==> src/rtl/rx_sync_ctrl.sv <==
// Lane sync controller: hunts for COM symbols, locks after LOCK_COUNT in a row, forwards data while locked.
// Latency: 1 clk_4f from byte_in/byte_valid to data_out/valid_out; all outputs registered.
// Backpressure: none; byte_valid=0 cycles are idle and leave every counter and state untouched.
module rx_sync_ctrl #(
  parameter logic [7:0] COM_SYMBOL   = 8'hBC,
  parameter int         LOCK_COUNT   = 4,
  parameter int         LOSS_COUNT   = 4,
  parameter int         COM_INTERVAL = 1024
) (
  input  logic       clk_4f,
  input  logic       reset,
  input  logic [7:0] byte_in,
  input  logic       byte_valid,
  input  logic       sym_err,
  output logic [7:0] data_out,
  output logic       valid_out,
  output logic       active,
  output logic [2:0] com_count,
  output logic       sync_err,
  output logic [7:0] err_count
);

  localparam logic [2:0]  LOCK_CNT = 3'(LOCK_COUNT);
  localparam logic [3:0]  LOSS_CNT = 4'(LOSS_COUNT);
  localparam logic [15:0] COM_IV   = 16'(COM_INTERVAL);

  typedef enum logic [1:0] {
    ST_HUNT   = 2'd0,
    ST_COUNT  = 2'd1,
    ST_LOCKED = 2'd2
  } state_t;

  state_t      state_q, state_d;
  logic [2:0]  com_q, com_d;
  logic [7:0]  data_q, data_d;
  logic        valid_q, valid_d;
  logic        sync_err_q, sync_err_d;
  logic [7:0]  err_q, err_d;
  logic [3:0]  bad_q, bad_d;
  logic [15:0] gap_q, gap_d;

  logic        good_com;
  logic [3:0]  bad_inc;
  logic [15:0] gap_inc;
  logic        gap_loss;
  logic        run_loss;

  // A sym_err byte is never a COM, even if its bit pattern matches.
  assign good_com = (byte_in == COM_SYMBOL) && !sym_err;
  assign bad_inc  = bad_q + 4'd1;
  assign gap_inc  = gap_q + 16'd1;
  assign gap_loss = (COM_IV != 16'd0) && (gap_inc == COM_IV);
  assign run_loss = sym_err && (bad_inc == LOSS_CNT);

  // Next-state and registered-output logic for hunt/count/locked.
  always_comb begin
    state_d    = state_q;
    com_d      = com_q;
    data_d     = data_q;
    valid_d    = 1'b0;
    sync_err_d = 1'b0;
    err_d      = err_q;
    bad_d      = bad_q;
    gap_d      = gap_q;
    if (byte_valid) begin
      case (state_q)
        ST_HUNT, ST_COUNT: begin
          if (!good_com) begin
            state_d = ST_HUNT;
            com_d   = 3'd0;
          end else if ((state_q == ST_HUNT ? 3'd1 : com_q + 3'd1) == LOCK_CNT) begin
            state_d = ST_LOCKED;
            com_d   = 3'd0;
            bad_d   = 4'd0;
            gap_d   = 16'd0;
          end else begin
            state_d = ST_COUNT;
            com_d   = (state_q == ST_HUNT) ? 3'd1 : com_q + 3'd1;
          end
        end
        ST_LOCKED: begin
          if (good_com) begin
            bad_d = 4'd0;
            gap_d = 16'd0;
          end else begin
            gap_d = gap_inc;
            if (sym_err) begin
              bad_d = bad_inc;
              if (err_q != 8'hFF) err_d = err_q + 8'd1;
            end else begin
              bad_d = 4'd0;
            end
            if (gap_loss || run_loss) begin
              // Losing byte is dropped; hunting resumes on the following byte.
              state_d    = ST_HUNT;
              sync_err_d = 1'b1;
              bad_d      = 4'd0;
              gap_d      = 16'd0;
              com_d      = 3'd0;
            end else if (!sym_err) begin
              data_d  = byte_in;
              valid_d = 1'b1;
            end
          end
        end
        default: begin
          state_d = ST_HUNT;
          com_d   = 3'd0;
        end
      endcase
    end
  end

  // State and output registers with asynchronous reset.
  always_ff @(posedge clk_4f or posedge reset) begin
    if (reset) begin
      state_q    <= ST_HUNT;
      com_q      <= 3'd0;
      data_q     <= 8'd0;
      valid_q    <= 1'b0;
      sync_err_q <= 1'b0;
      err_q      <= 8'd0;
      bad_q      <= 4'd0;
      gap_q      <= 16'd0;
    end else begin
      state_q    <= state_d;
      com_q      <= com_d;
      data_q     <= data_d;
      valid_q    <= valid_d;
      sync_err_q <= sync_err_d;
      err_q      <= err_d;
      bad_q      <= bad_d;
      gap_q      <= gap_d;
    end
  end

  assign data_out  = data_q;
  assign valid_out = valid_q;
  assign active    = (state_q == ST_LOCKED);
  assign com_count = com_q;
  assign sync_err  = sync_err_q;
  assign err_count = err_q;

endmodule

==> config.mk <==
export PLATFORM = sky130hd
export DESIGN_NAME = rx_sync_ctrl
export DESIGN_NICKNAME = d
export VERILOG_FILES = /design/src/rtl/rx_sync_ctrl.sv
export SDC_FILE = /design/constraint.sdc
export NUM_CORES = 1
export LEC_CHECK = 0
export CAP_MARGIN = 10
export CORE_MARGIN = 5
export CORE_UTILIZATION = 54
export CTS_CLUSTER_DIAMETER = 40
export CTS_CLUSTER_SIZE = 24
export DETAILED_ROUTE_END_ITERATION = 16
export PLACE_DENSITY_LB_ADDON = 0.3
export SYNTH_ARGS = -nofsm -noshare
export SYNTH_HDL_FRONTEND = slang
export SYNTH_SLANG_ARGS = --single-unit
==> constraint.sdc <==
create_clock -name clk_4f -period 3.5 [get_ports clk_4f]
set_clock_uncertainty 0.2 [all_clocks]
set_input_delay 0.525 -clock clk_4f [delete_from_list [all_inputs] [get_ports clk_4f]]
set_output_delay 0.525 -clock clk_4f [all_outputs]
set_load 0.02 [all_outputs]
==> results.cfg, run 1 <==
[detailed_routing]
route.detailed.wl_per_inst_um = 14.38
postRouteWirelength_mm = 4.516
ant_nets = 0
drtPass1Iterations = 4
drt-vias-per-instance = 5.898
drc = 0
num_vias = 1852
drt-initial-drc-count = 142

[placement]
gp_congestion = 0.7831
io_buffers = 33
hpwl_mm = 3.276
place_ws_ps = 187.3

[setup_path]
crit_type = in -> reg
crit_path_end_kind = flop
r2r_cells = 9
cp_max_fo = 6
worstReg2RegStart = gap_q[0]
worst-r2r-setup-slack_ps = 660
rr_endpoint = gap_q[8]
critPathLaunchType = input port
worstPathArrival_ps = 2970
required_ps = 3480

[synth]
synthMuxAreaShare_pct = 6.206
synth_area_leader_cell = dfrtp_1
synth_ff_type = dfrtp_1
yosysWarningCount = 0
syn_inst = 227
syn_area_per_cell_sq_um = 10.21
ys_ff_latch = 43
synth_xor_area_share_pct = 4.533
synth_top_area_share_pct = 46.41
syn-num-nets = 243
synth-edff-count = 0
synth_compound_area_share_pct = 16.19
synth_top_family_by_area = simple AND/OR/NAND/NOR gates
synthAdderAreaFrac_pct = 2.159
seq_area_frac_synth_pct = 46.41
async_flop_share_pct = 100.0
synth_cell_types = 48
synth-simple-area-share_pct = 21.15
synth_area_sq_um = 2318
synth_area_leaders = dfrtp_1 (46%), mux2_2 (5.3%), o21ai_0 (3.9%)

[floorplanning]
fp-row-count = 23
num_io_pins = 34
chipWidth_um = 75.53
initial_core_util_pct = 56.74
die_h_um = 75.53
core_area_sq_um = 4086
dieArea_sq_um = 5704

[timing]
fin_hold_ws_ps = 300.5
finalHoldViolations = 0
fin_ws_ps = 515.7
worstMarginPinSlew_ps = 517.7
finalCritPeriodShare_pct = 85.27
timing.slew.headroom_pct = 64.50
fin_tns_setup_ps = 0
fmax_mhz = 335.1
fin_crit_ps = 2984
drv_slew = 0
rsz0062_at_grt = false
setup_viol = 0

[power]
comb_power_share_pct = 3.9
power_uw = 833.7
peakVddDrop_mv = 0.2248
p_leak_nw = 1.191
cellPowerDensity_nw_per_um2 = 300.4
pwr-share-seq_pct = 59.5
power.internal_uw = 650.9
switching_share_pct = 21.93
p_switching_uw = 182.8
clkPwrFrac_pct = 36.6

[final_layout]
post-route-util_pct = 67.91
layout_commonest_cell = dfrtp_1
syn_to_final_growth_pct = 19.70
finalNetCount = 279
final_cell_mix = dfrtp_1 (43), clkdlybuf4s50_1 (33), nand2_1 (20)
regArea_sq_um = 1076
layout-drive-gt1-share_pct = 11.36
num-fill-cells = 345
multi_input_area_sq_um = 1165
n_antenna_cell = 0

[cts]
cts-htree-levels = 2
cts_buffers = 5
cts_hold_buf = 0
cts.sinks = 43
post_cts_resize_count = 0
cts_root_buffer = clkbuf_8
cts_tree = yes
clk_pin_slew_ps = 80
ctsLongestPathBuffers = 2
post_cts_buffers = 0
clock_latency_ps = 290

[min_path]
holdPathEnd = err_count[7]
worstHoldStart = err_count[7]
hold_depth = 1
holdCritPathClass = reg -> reg

[global_routing]
grt_max_degree = 30
grt_pass1_wl_mm = 7.955
grt_overflow = 0
grt_use_total_pct = 17.94
first_global_vias = 1787
antenna_found_initial = 0

[flow_run]
drv_cap = 0

[status]
status = finished, final reports clean
==> stage by stage <==
step           area, sq um  std cells
3_3_place_gp          2690        306
4_1_cts               2775        314
3_5_place_dp          2690        306
2_1_floorplan         2318        227
5_1_grt               2775        314
6_report              2775        314
==> worst max-delay path: stages <==
cell	delay, ps
clkdlybuf4s50_1	470
nor4bb_1	320
nand4_1	240
nor4_1	470
o21ai_1	200
nor2_1	370
mux2_2	380
==> kinds of logic (layout without fill, tap and decap cells) <==
family          Yosys count  count (layout)
simple gates             89              89
mux                      13              13
compound gates           51              51
fa+ha+maj                 4               4
xor+xnor                 12              12
flops                    43              43
buf+inv                  15              52
==> power by group through the flow <==
stage | Combinational, mW | Clock (mW) | Sequential [mW]
after CTS | 0.0337 | 0.315 | 0.496
after floorplan | 0.0127 | 0 | 0.506
final | 0.0324 | 0.305 | 0.496
after global routing | 0.0367 | 0.337 | 0.497
after detailed placement | 0.0336 | 0 | 0.506
after global placement | 0.0330 | 0 | 0.506
==> final cells by class <==
class                   instances  area share (%)
repair buffers                 37           12.98
multi-input cells             169           41.97
well taps                      50           2.254
inverters                       7          0.9468
clock inverters                 2          0.4509
clock buffers                   6           2.615
flip-flops and latches         43           38.77
==> how the worst max path moves through the flow <==
| stage | startpoint | to | slack, ps | depth (start not counted) |
|---|---|---|---|---|
| after detailed placement | byte_in[7] | err_count[1] | 190 | 7 |
| after floorplan | byte_in[6] | err_count[1] | 960 | 6 |
| after global routing | byte_in[7] | err_count[1] | 330 | 7 |
| after global placement | byte_in[7] | err_count[1] | 300 | 7 |
| final | byte_in[7] | err_count[1] | 520 | 7 |
| after CTS | byte_in[7] | err_count[1] | 510 | 7 |
==> Yosys cell counts, types with 2 or more instances <==
| cell | n |
|---|---|
| dfrtp_1 | 43 |
| nand2_1 | 20 |
| o21ai_0 | 18 |
| mux2_2 | 11 |
| nand3_1 | 11 |
| xnor2_1 | 10 |
| a21o_1 | 8 |
| nand4_1 | 8 |
| nor2_1 | 8 |
| nor3_1 | 8 |
| nor4_1 | 8 |
| inv_1 | 7 |
| nor3b_1 | 6 |
| o21ai_1 | 6 |
| and3_1 | 5 |
| ha_1 | 4 |
| clkbuf_2 | 3 |
| nand3b_1 | 3 |
| nor2b_1 | 3 |
| o31ai_1 | 3 |
| a22o_1 | 2 |
| a32o_1 | 2 |
| buf_2 | 2 |
| buf_6 | 2 |
| mux2i_1 | 2 |
| xor2_1 | 2 |
==> sequential cells by signal (all words and copies together) (netlist names) <==
signal,flops
data_out,8
sync_err,1
bad_q,4
gap_q,16
com_count,3
state_q,2
err_count,8
valid_out,1
==> metal layers <==
metal,GRT usage [%],share of wire (%)
met3,4.617,4.8
met1,23.45,47
met2,29.43,47
met5,0,0
met4,5.437,1.3
Power figures use the tool's default switching activity.
==> run 2: changes to the inputs <==
--- a/config.mk
+++ b/config.mk
@@ -7,11 +7,12 @@
 export LEC_CHECK = 0
 export CAP_MARGIN = 10
 export CORE_MARGIN = 5
-export CORE_UTILIZATION = 54
+export CORE_UTILIZATION = 55
 export CTS_CLUSTER_DIAMETER = 40
 export CTS_CLUSTER_SIZE = 24
 export DETAILED_ROUTE_END_ITERATION = 16
 export PLACE_DENSITY_LB_ADDON = 0.3
+export SLEW_MARGIN = 40
 export SYNTH_ARGS = -nofsm -noshare
 export SYNTH_HDL_FRONTEND = slang
 export SYNTH_SLANG_ARGS = --single-unit
==> constraint.sdc (replaced) <==
create_clock -name clk_4f -period 3.45 [get_ports clk_4f]
set_clock_uncertainty 0.2 [all_clocks]
set_input_delay 0.5175 -clock clk_4f [delete_from_list [all_inputs] [get_ports clk_4f]]
set_output_delay 0.5175 -clock clk_4f [all_outputs]
set_load 0.02 [all_outputs]
==> run 2 against run 1 <==
  * Clock power decreased by 5%
  * Power shrank 0.67%
  * Wire length up 1.3%
  * Combinational power grew 3%
  * First-iteration DRC count fell by 23%
  * Non-clock buffer count grew 1
  * Flip-flop and latch count did not move
  * Register-to-register slack lost 220 ps
  * Global-route usage increased by 0.46 points
  * Final area fell by 0.14%
  * Via count fell by 1.2%
==> results.cfg, run 2 (synthesized netlist as in run 1, its figures left out) <==
[placement]
place_ws_ps = 276.2
hpwl_mm = 3.381
gp_congestion = 0.8520
io_buffers = 33

[detailed_routing]
postRouteWirelength_mm = 4.575
ant_nets = 0
drtPass1Iterations = 4
route.detailed.wl_per_inst_um = 14.62
drc = 0
drt-vias-per-instance = 5.847
drt-initial-drc-count = 109
num_vias = 1830

[timing]
timing.slew.headroom_pct = 63.04
setup_viol = 0
fin_hold_ws_ps = 300.8
fin_crit_ps = 3006
drv_slew = 0
fmax_mhz = 332.6
worstMarginPinSlew_ps = 551.7
fin_tns_setup_ps = 0
finalCritPeriodShare_pct = 87.14
fin_ws_ps = 443.7
rsz0062_at_grt = false
finalHoldViolations = 0

[floorplanning]
fp-row-count = 23
core_area_sq_um = 4058
dieArea_sq_um = 5614
chipWidth_um = 74.93
num_io_pins = 34
die_h_um = 74.93
initial_core_util_pct = 57.14

[power]
peakVddDrop_mv = 0.1892
switching_share_pct = 21.00
p_switching_uw = 173.9
cellPowerDensity_nw_per_um2 = 298.8
clkPwrFrac_pct = 35.1
p_leak_nw = 1.194
power.internal_uw = 654.2
comb_power_share_pct = 4.0
pwr-share-seq_pct = 60.8

[setup_path]
critPathLaunchType = flop
worstPathArrival_ps = 2990
crit_path_end_kind = flop
worst-r2r-setup-slack_ps = 440
crit_type = reg -> reg
cp_max_fo = 22
required_ps = 3440

[global_routing]
grt_pass1_wl_mm = 7.941
first_global_vias = 1813
antenna_found_initial = 0
grt_overflow = 0
grt_max_degree = 32
grt_use_total_pct = 18.40

[final_layout]
layout_commonest_cell = dfrtp_1
syn_to_final_growth_pct = 19.54
regMostFlops = gap_q
final_cell_mix = dfrtp_1 (43), clkdlybuf4s50_1 (33), nand2_1 (20)
largest_reg_flops = 16
num-fill-cells = 310
finalNetCount = 280
n_antenna_cell = 0
layout-drive-gt1-share_pct = 11.41

[cts]
clk_pin_slew_ps = 80
cts-htree-levels = 2
post_cts_buffers = 0
cts_tree = yes
cts_hold_buf = 0
cts_root_buffer = clkbuf_8
cts_buffers = 5
ctsLongestPathBuffers = 2
post_cts_resize_count = 0
clock_latency_ps = 290
cts.sinks = 43

[status]
status = finished, final reports clean

[min_path]
holdCritPathClass = reg -> reg

[flow_run]
drv_cap = 0
==> run 2: cell count changes in the layout (fill, tap and decap cells not counted) <==
| cell | delta |
|---|---|
| clkinv_1 | -1 |
| clkinvlp_4 | -1 |
| buf_4 | +1 |
==> run 2: worst max-delay path: stages, from the launching register on <==
cell and delay, ps:
dfrtp_1 430, ha_1 250, and3_1 190, nand3_1 170, nor4_1 450, o2111ai_4 200
o211ai_4 510, buf_4 240, o21ai_1 60, a21o_1 190
==> run 2: worst paths after layout <==
check                              from      endpoint  cells past startpoint
max                            gap_q[0]      gap_q[5]                      9
min                        err_count[6]  err_count[6]                      1
max reg2reg                    gap_q[0]      gap_q[5]                      9
min reg2reg                err_count[6]  err_count[6]                      1
max in group asynchronous         reset     gap_q[12]                      3
min in group asynchronous         reset      gap_q[0]                      2
==> run 2: stage by stage <==
stage / instances / instance area (sq um) / total power, mW / util [%]
global route: 313 / 2771 / 0.8639 / 68.30
finish: 313 / 2771 / 0.8281 / 68.30
floorplan: 227 / 2318 / 0.5267 / -
detailed placement: 307 / 2699 / 0.5481 / 66.51
global placement: 307 / 2698 / 0.5475 / 66.48
CTS: 313 / 2771 / 0.8415 / 68.30
==> run 2: power by group through the flow <==
stage	combinational (mW)	clock (mW)	sequential, mW
final	0.0333	0.291	0.504
after global routing	0.0375	0.323	0.504
after CTS	0.0344	0.303	0.504
after detailed placement	0.0343	0	0.514
after global placement	0.0337	0	0.514
after floorplan	0.0128	0	0.514
==> run 2: layout make-up <==
class	instances	area [sq um]	share of cell area (%)
tap	50	62.56	2.257
multi-input combinational	169	1165	42.03
timing repair buffer	38	367.9	13.27
clock buffer	6	72.57	2.619
inverter	7	27.53	0.9932
sequential	43	1076	38.83
==> run 2: layer usage <==
metal / track usage [%] / share of wire (%) / vias up
li1: - / - / 911
met1: 23.32 / 45 / 878
met2: 30.37 / 50 / 34
met3: 4.406 / 4.1 / 7
met4: 7.312 / 1.7 / 0
met5: 0 / 0 / -
